<file path="src/rtl/fft_pkg.sv">
// Shared definitions for the radix-2 DIT FFT butterfly scheduler.
// Holds the transform size, the derived address/index widths, the FSM state
// type, and the (stage, butterfly) -> {addr_a, addr_b, tw_idx} mapping used by
// the scheduler datapath.
package fft_pkg;

   localparam int LOG2N  = 4;
   localparam int ADDR_W = LOG2N;
   localparam int TW_W   = LOG2N - 1;
   localparam int STG_W  = $clog2(LOG2N);
   localparam int K_W    = LOG2N - 1;

   typedef enum logic [1:0] {
      IDLE,
      RUN,
      DRAIN,
      DONE
   } fsm_state_e;

   typedef struct packed {
      logic [ADDR_W-1:0] addr_a;
      logic [ADDR_W-1:0] addr_b;
      logic [TW_W-1:0]   tw_idx;
   } bfly_addr_t;

   function automatic bfly_addr_t bfly_addr(input logic [STG_W-1:0] s,
                                            input logic [K_W-1:0]   k);
      logic [ADDR_W-1:0] kx;
      logic [ADDR_W-1:0] half;
      logic [ADDR_W-1:0] pos;
      logic [ADDR_W-1:0] grp;
      bfly_addr_t        r;
      kx       = ADDR_W'(k);
      half     = ADDR_W'(1) << s;
      pos      = kx & (half - ADDR_W'(1));
      grp      = kx >> s;
      r.addr_a = (grp << (int'(s) + 1)) | pos;
      // bit s of addr_a is always clear, so adding half never carries out
      r.addr_b = r.addr_a + half;
      r.tw_idx = TW_W'(pos << (TW_W - int'(s)));
      return r;
   endfunction

endpackage

</file>
<file path="src/rtl/fft_sched_dly.sv">
// Enable-gated shift register with asynchronous clear, used to delay the read
// issue {vld, addr_a, addr_b} by the butterfly pipeline latency.
//   clk  : system clock
//   rstn : async active-low clear of every stage
//   en   : shift enable (low freezes the whole line)
//   d    : value entering the line
//   q    : value leaving the line, DEPTH enabled shifts after entry
module fft_sched_dly #(
   parameter int DEPTH = 2,
   parameter int W     = 1
) (
   input  logic         clk,
   input  logic         rstn,
   input  logic         en,
   input  logic [W-1:0] d,
   output logic [W-1:0] q
);

   logic [W-1:0] sr [DEPTH];

   always_ff @(posedge clk or negedge rstn) begin
      if (!rstn) begin
         for (int i = 0; i < DEPTH; i++) sr[i] <= '0;
      end else if (en) begin
         sr[0] <= d;
         for (int i = 1; i < DEPTH; i++) sr[i] <= sr[i-1];
      end
   end

   assign q = sr[DEPTH-1];

endmodule

</file>
<file path="src/rtl/fft_bfly_sched.sv">
// Address/control scheduler for an in-place radix-2 DIT FFT.
// Issues N/2 butterflies per stage (one per cycle), then drains the butterfly
// pipeline before the next stage so every write lands before it is re-read.
//   clk, rstn          : clock, async active-low reset
//   start              : run request, honoured only in IDLE
//   hold               : stall while RUN/DRAIN; freezes FSM, counters, delay line
//   busy, done         : transform in progress / one-cycle completion pulse
//   stage              : current stage index
//   rd_vld, rd_addr_*  : operand read issue
//   tw_idx             : twiddle ROM index for the issued butterfly
//   wr_vld, wr_addr_*  : write-back, PIPE_LAT unstalled cycles after the read
//
// state | meaning
// IDLE  | waiting for start
// RUN   | issuing butterfly k of the current stage each unstalled cycle
// DRAIN | PIPE_LAT unstalled bubble cycles so the stage's last write lands
// DONE  | single cycle; produces the done pulse, stage returns to 0
module fft_bfly_sched
   import fft_pkg::*;
#(
   parameter int PIPE_LAT = 2
) (
   input  logic              clk,
   input  logic              rstn,
   input  logic              start,
   input  logic              hold,
   output logic              busy,
   output logic              done,
   output logic [STG_W-1:0]  stage,
   output logic              rd_vld,
   output logic [ADDR_W-1:0] rd_addr_a,
   output logic [ADDR_W-1:0] rd_addr_b,
   output logic [TW_W-1:0]   tw_idx,
   output logic              wr_vld,
   output logic [ADDR_W-1:0] wr_addr_a,
   output logic [ADDR_W-1:0] wr_addr_b
);

   localparam int               DRN_W    = (PIPE_LAT > 1) ? $clog2(PIPE_LAT) : 1;
   localparam int               DLY_W    = 1 + 2 * ADDR_W;
   localparam logic [K_W-1:0]   K_LAST   = '1;
   localparam logic [STG_W-1:0] STG_LAST = STG_W'(LOG2N - 1);
   localparam logic [DRN_W-1:0] DRN_LAST = DRN_W'(PIPE_LAT - 1);

   fsm_state_e       state_q, state_d;
   logic [K_W-1:0]   k_q, k_d;
   logic [STG_W-1:0] stg_q, stg_d;
   logic [DRN_W-1:0] drn_q, drn_d;
   logic             active;
   logic             adv;
   logic             held_q;
   logic             rd_vld_q;
   bfly_addr_t       addr;
   logic [DLY_W-1:0] dly_q;

   assign active = (state_q == RUN) || (state_q == DRAIN);
   assign adv    = !(hold && active);
   assign addr   = bfly_addr(stg_q, k_q);

   always_ff @(posedge clk or negedge rstn) begin
      if (!rstn) begin
         state_q <= IDLE;
         k_q     <= '0;
         stg_q   <= '0;
         drn_q   <= '0;
      end else begin
         state_q <= state_d;
         k_q     <= k_d;
         stg_q   <= stg_d;
         drn_q   <= drn_d;
      end
   end

   always_comb begin
      state_d = state_q;
      k_d     = k_q;
      stg_d   = stg_q;
      drn_d   = drn_q;
      case (state_q)
         IDLE: begin
            // done is the registered image of DONE; a start landing while it
            // is still visible belongs to the finished transform and is dropped
            if (start && !done) begin
               state_d = RUN;
               k_d     = '0;
               stg_d   = '0;
            end
         end
         RUN: begin
            if (!hold) begin
               k_d = k_q + K_W'(1);
               if (k_q == K_LAST) begin
                  k_d     = '0;
                  drn_d   = '0;
                  state_d = DRAIN;
               end
            end
         end
         DRAIN: begin
            if (!hold) begin
               drn_d = drn_q + DRN_W'(1);
               if (drn_q == DRN_LAST) begin
                  drn_d = '0;
                  if (stg_q == STG_LAST) begin
                     state_d = DONE;
                  end else begin
                     stg_d   = stg_q + STG_W'(1);
                     state_d = RUN;
                  end
               end
            end
         end
         DONE: begin
            stg_d   = '0;
            state_d = IDLE;
         end
         default: state_d = IDLE;
      endcase
   end

   // Read issue register. On a stalled edge it keeps its contents (so the
   // pending issue still enters the delay line exactly once later) and the
   // visible valids are masked for the following cycle via held_q.
   always_ff @(posedge clk or negedge rstn) begin
      if (!rstn) begin
         busy      <= 1'b0;
         done      <= 1'b0;
         held_q    <= 1'b0;
         rd_vld_q  <= 1'b0;
         rd_addr_a <= '0;
         rd_addr_b <= '0;
         tw_idx    <= '0;
      end else begin
         busy   <= active;
         done   <= (state_q == DONE);
         held_q <= !adv;
         if (adv) begin
            rd_vld_q <= (state_q == RUN);
            if (state_q == RUN) begin
               rd_addr_a <= addr.addr_a;
               rd_addr_b <= addr.addr_b;
               tw_idx    <= addr.tw_idx;
            end
         end
      end
   end

   fft_sched_dly #(
      .DEPTH(PIPE_LAT),
      .W    (DLY_W)
   ) u_dly (
      .clk (clk),
      .rstn(rstn),
      .en  (adv),
      .d   ({rd_vld_q, rd_addr_a, rd_addr_b}),
      .q   (dly_q)
   );

   assign stage     = stg_q;
   assign rd_vld    = rd_vld_q & ~held_q;
   assign wr_vld    = dly_q[DLY_W-1] & ~held_q;
   assign wr_addr_a = dly_q[2*ADDR_W-1 -: ADDR_W];
   assign wr_addr_b = dly_q[ADDR_W-1:0];

endmodule

</file>
<file path="config.mk">
export PLATFORM = sky130hd
export DESIGN_NAME = fft_bfly_sched
export DESIGN_NICKNAME = d
export VERILOG_FILES = /design/src/rtl/fft_pkg.sv /design/src/rtl/fft_sched_dly.sv /design/src/rtl/fft_bfly_sched.sv
export SDC_FILE = /design/constraint.sdc
export NUM_CORES = 1
export LEC_CHECK = 0
export BUFFER_PORTS_ARGS = -buffer_cell sky130_fd_sc_hd__buf_2
export CORE_MARGIN = 4
export CORE_UTILIZATION = 30
export CTS_CLUSTER_DIAMETER = 80
export CTS_CLUSTER_SIZE = 8
export DETAILED_ROUTE_END_ITERATION = 8
export PLACE_DENSITY = 0.48
export SLEW_MARGIN = 25
export SYNTH_ARGS = -nofsm -noshare
export SYNTH_HDL_FRONTEND = slang
export SYNTH_HIERARCHICAL = 1
export SYNTH_SLANG_ARGS = --single-unit
</file>
<file path="constraint.sdc">
create_clock -name clk -period 3.5 [get_ports clk]
set_clock_uncertainty 0.05 [all_clocks]
set_input_delay 0.875 -clock clk [delete_from_list [all_inputs] [get_ports clk]]
set_output_delay 0.875 -clock clk [all_outputs]
set_load 0.01 [all_outputs]
</file>
==> results.cfg <==
[yosys]
synth_top_area_share_pct = 47.3
async_reset_ff_share_pct = 100
syn_area_per_cell_um2 = 11.3
ys.warnings.count = 6
yosysSeqAreaShare_pct = 47.3
synth_cells = 192
yosys.area.top_type = dfrtp_1
synth_cell_types = 38
synth_ff_type = dfrtp_1
yosysMostFrequentCell = dfrtp_1
synth_nets = 212
synthesis.area_um2 = 2170
synth.area.top_cells = dfrtp_1, ha_1, mux2_4
synth_edf_count = 0
netlist_top_cells_count = dfrtp_1, nand2_1, ha_1
ys_seq_elements = 41

[final_layout]
drive_gt1_share_pct = 27.1
finalNetCount = 234
area_delta_synth_final_pct = 12.0
num_antenna_cells = 0
fin_util_pct = 35.2

[worst_setup_path]
path_buf_inv = 2
cp-end-kind = flop
worstPathArrival_ns = 2.88
critPathMaxStageDelay_ns = 0.50
cpMaxStageDelayCell = or4_1
startpoint = stage[0]
path_delay_family = compound AO/OA/AOI/OAI gates
cp.required_ns = 3.66
r2r_start = stage[0]
worst-path-max-fanout = 7
crit_type = reg -> reg
crit_path_cell_trace = inv_1 -> ha_1 -> xor2_1 -> nor2_1 -> a31oi_1 -> inv_1 -> ha_1 -> a21o_1 -> a21oi_1 -> or4_1 -> a31oi_1
startpoint_type = flop

[global_route]
grt_pass1_wl_um = 6620
grt_pass1_vias = 1366
globalRouteOverflowTotal = 0
grt_antenna_before_repair = 0
grt_max_degree = 42
grtUsageTotal_pct = 9.60

[routing]
vias = 1392
first_iter_violations = 34
vias_per_cell = 4.49
first_pass_iters = 4
ant_nets = 0
route.detailed.drc = 0
wire_per_inst_um = 12.6
finalWirelength_um = 3900

[floorplanning]
rows = 30
core_area_um2 = 6910
dieWidth_um = 93.1
dieArea_um2 = 8660
io_pins = 29
start_util_pct = 31.4
die_height_um = 93.1

[sta]
fmax_mhz = 368
slew_violations = 0
rsz0062_at_grt = no
finalCriticalPeriod_ns = 2.72
setup_viol_count_final = 0
worst_pin_slew_ns = 0.565
max_slew_margin_pct = 61.8
finalSetupTns_ns = 0
min_period_over_period_pct = 77.6
hold_viol = 0

[pwr]
switchingPower_mw = 0.826
p_leak_nw = 1.25
clkPwrFrac_pct = 16.8
combPwrFrac_pct = 47.2
p_int_mw = 1.35
irDropWorstVdd_mv = 0.247
p_per_area_nw_per_um2 = 894
pwr-share-seq_pct = 35.9
p_sw_share_pct = 38.0

[hold_path]
worstHoldStart = tw_idx[2]
hold_path_class = reg -> reg

[cts]
cts_sinks = 41
htree_levels = 2
numCtsBuffers = 5
ctsHoldBuffers = 0
cts_tree = yes
worst_skew_pair.late_latency_ns = 0.28
root_buffer = clkbuf_8
cts.clk_slew.worst_paths_ns = 0.08
cts.repair.resized = 0
post-cts-setup-buffers = 0
cts_buffer_depth = 2

[placement]
place.gp.congestion = 0.790
port_buffers = 28
hpwl_um = 2850

[flow_run]
maxCapViolations = 0

[outcome]
status = finished clean
==> placed cells by master, fill, tap and decap left out, drive strengths merged, types with 4 or more instances in the layout <==
cell type,instances
nor2b,5
buf,31
dfrtp,41
o21ai,10
clkbuf,5
xor2,4
ha,15
mux2,19
nand2,23
a31oi,5
inv,11
nor2,6
a21oi,7
==> metrics by stage <==
stage | power [mW] | setup WS, ns | std cells | area [um^2] | hold slack, ns
6_report | 2.17 | 0.782 | 310 | 2430 | 0.436
4_1_cts | 2.21 | 0.752 | 310 | 2430 | 0.442
5_1_grt | 2.37 | 0.527 | 310 | 2430 | 0.465
2_1_floorplan | 1.64 | 0.765 | 192 | 2170 | 0.408
3_3_place_gp | 1.82 | 0.831 | 303 | 2320 | 0.418
3_5_place_dp | 1.83 | 0.789 | 303 | 2320 | 0.423
==> path summary, 6_finish.rpt <==
check	end	slack, ns	depth (start not counted)
hold reg to reg	tw_idx[2]	0.44	2
setup / recovery	rd_addr_b[3]	0.78	11
max in group asynchronous	busy	2.53	1
setup reg to reg	rd_addr_b[3]	0.78	11
hold / removal	tw_idx[2]	0.44	2
min in group asynchronous	u_dly/q[5]	0.51	1
==> registers in the layout (all words and copies together) (netlist names), 2 cells and up <==
signal	cells
k_q	3
rd_addr_a	4
rd_addr_b	4
stage	2
state_q	2
tw_idx	3
u_dly/q	9
u_dly/sr	9
==> cell type report <==
type | instances | area (um^2)
clock buffers | 5 | 68.8
clock inverters | 2 | 35.0
fillers | 722 | 4480
multi-input cells | 124 | 975
inverters | 11 | 41.3
repair buffers | 31 | 165
well taps | 96 | 120
flip-flops and latches | 41 | 1030
==> cells by family (layout without fill, tap and decap cells) <==
logic type,after synthesis,count (layout),synth area share [%]
compound gates,38,38,11.5
xor+xnor,4,4,1.61
fa+ha+maj,16,16,9.57
buf+inv,27,49,7.84
flops,41,41,47.3
mux,21,21,12.5
simple gates,45,45,9.74
==> routing by layer <==
layer,global-route usage [%],vias to the layer above,share of wire [%]
met5,0,-,0
met3,3.62,7,5.0
met1,12.2,661,48
li1,-,698,-
met4,3.05,0,1.6
met2,15.1,26,46
==> power by group through the flow <==
stage	clock network, mW	logic (mW)	registers [mW]
2_1_floorplan	0	0.840	0.801
3_3_place_gp	0	1.03	0.791
3_5_place_dp	0	1.04	0.794
4_1_cts	0.384	1.05	0.784
5_1_grt	0.407	1.15	0.810
6_report	0.366	1.03	0.781
==> worst min-delay path, delay by kind of cell, from the launching register on <==
| family | cells | cell delay (ns) |
|---|---|---|
| flip-flops | 1 | 0.34 |
| AO/OA/AOI/OAI | 1 | 0.06 |
| AND/OR/NAND/NOR | 1 | 0.04 |
(Power assumes the default switching activity.)
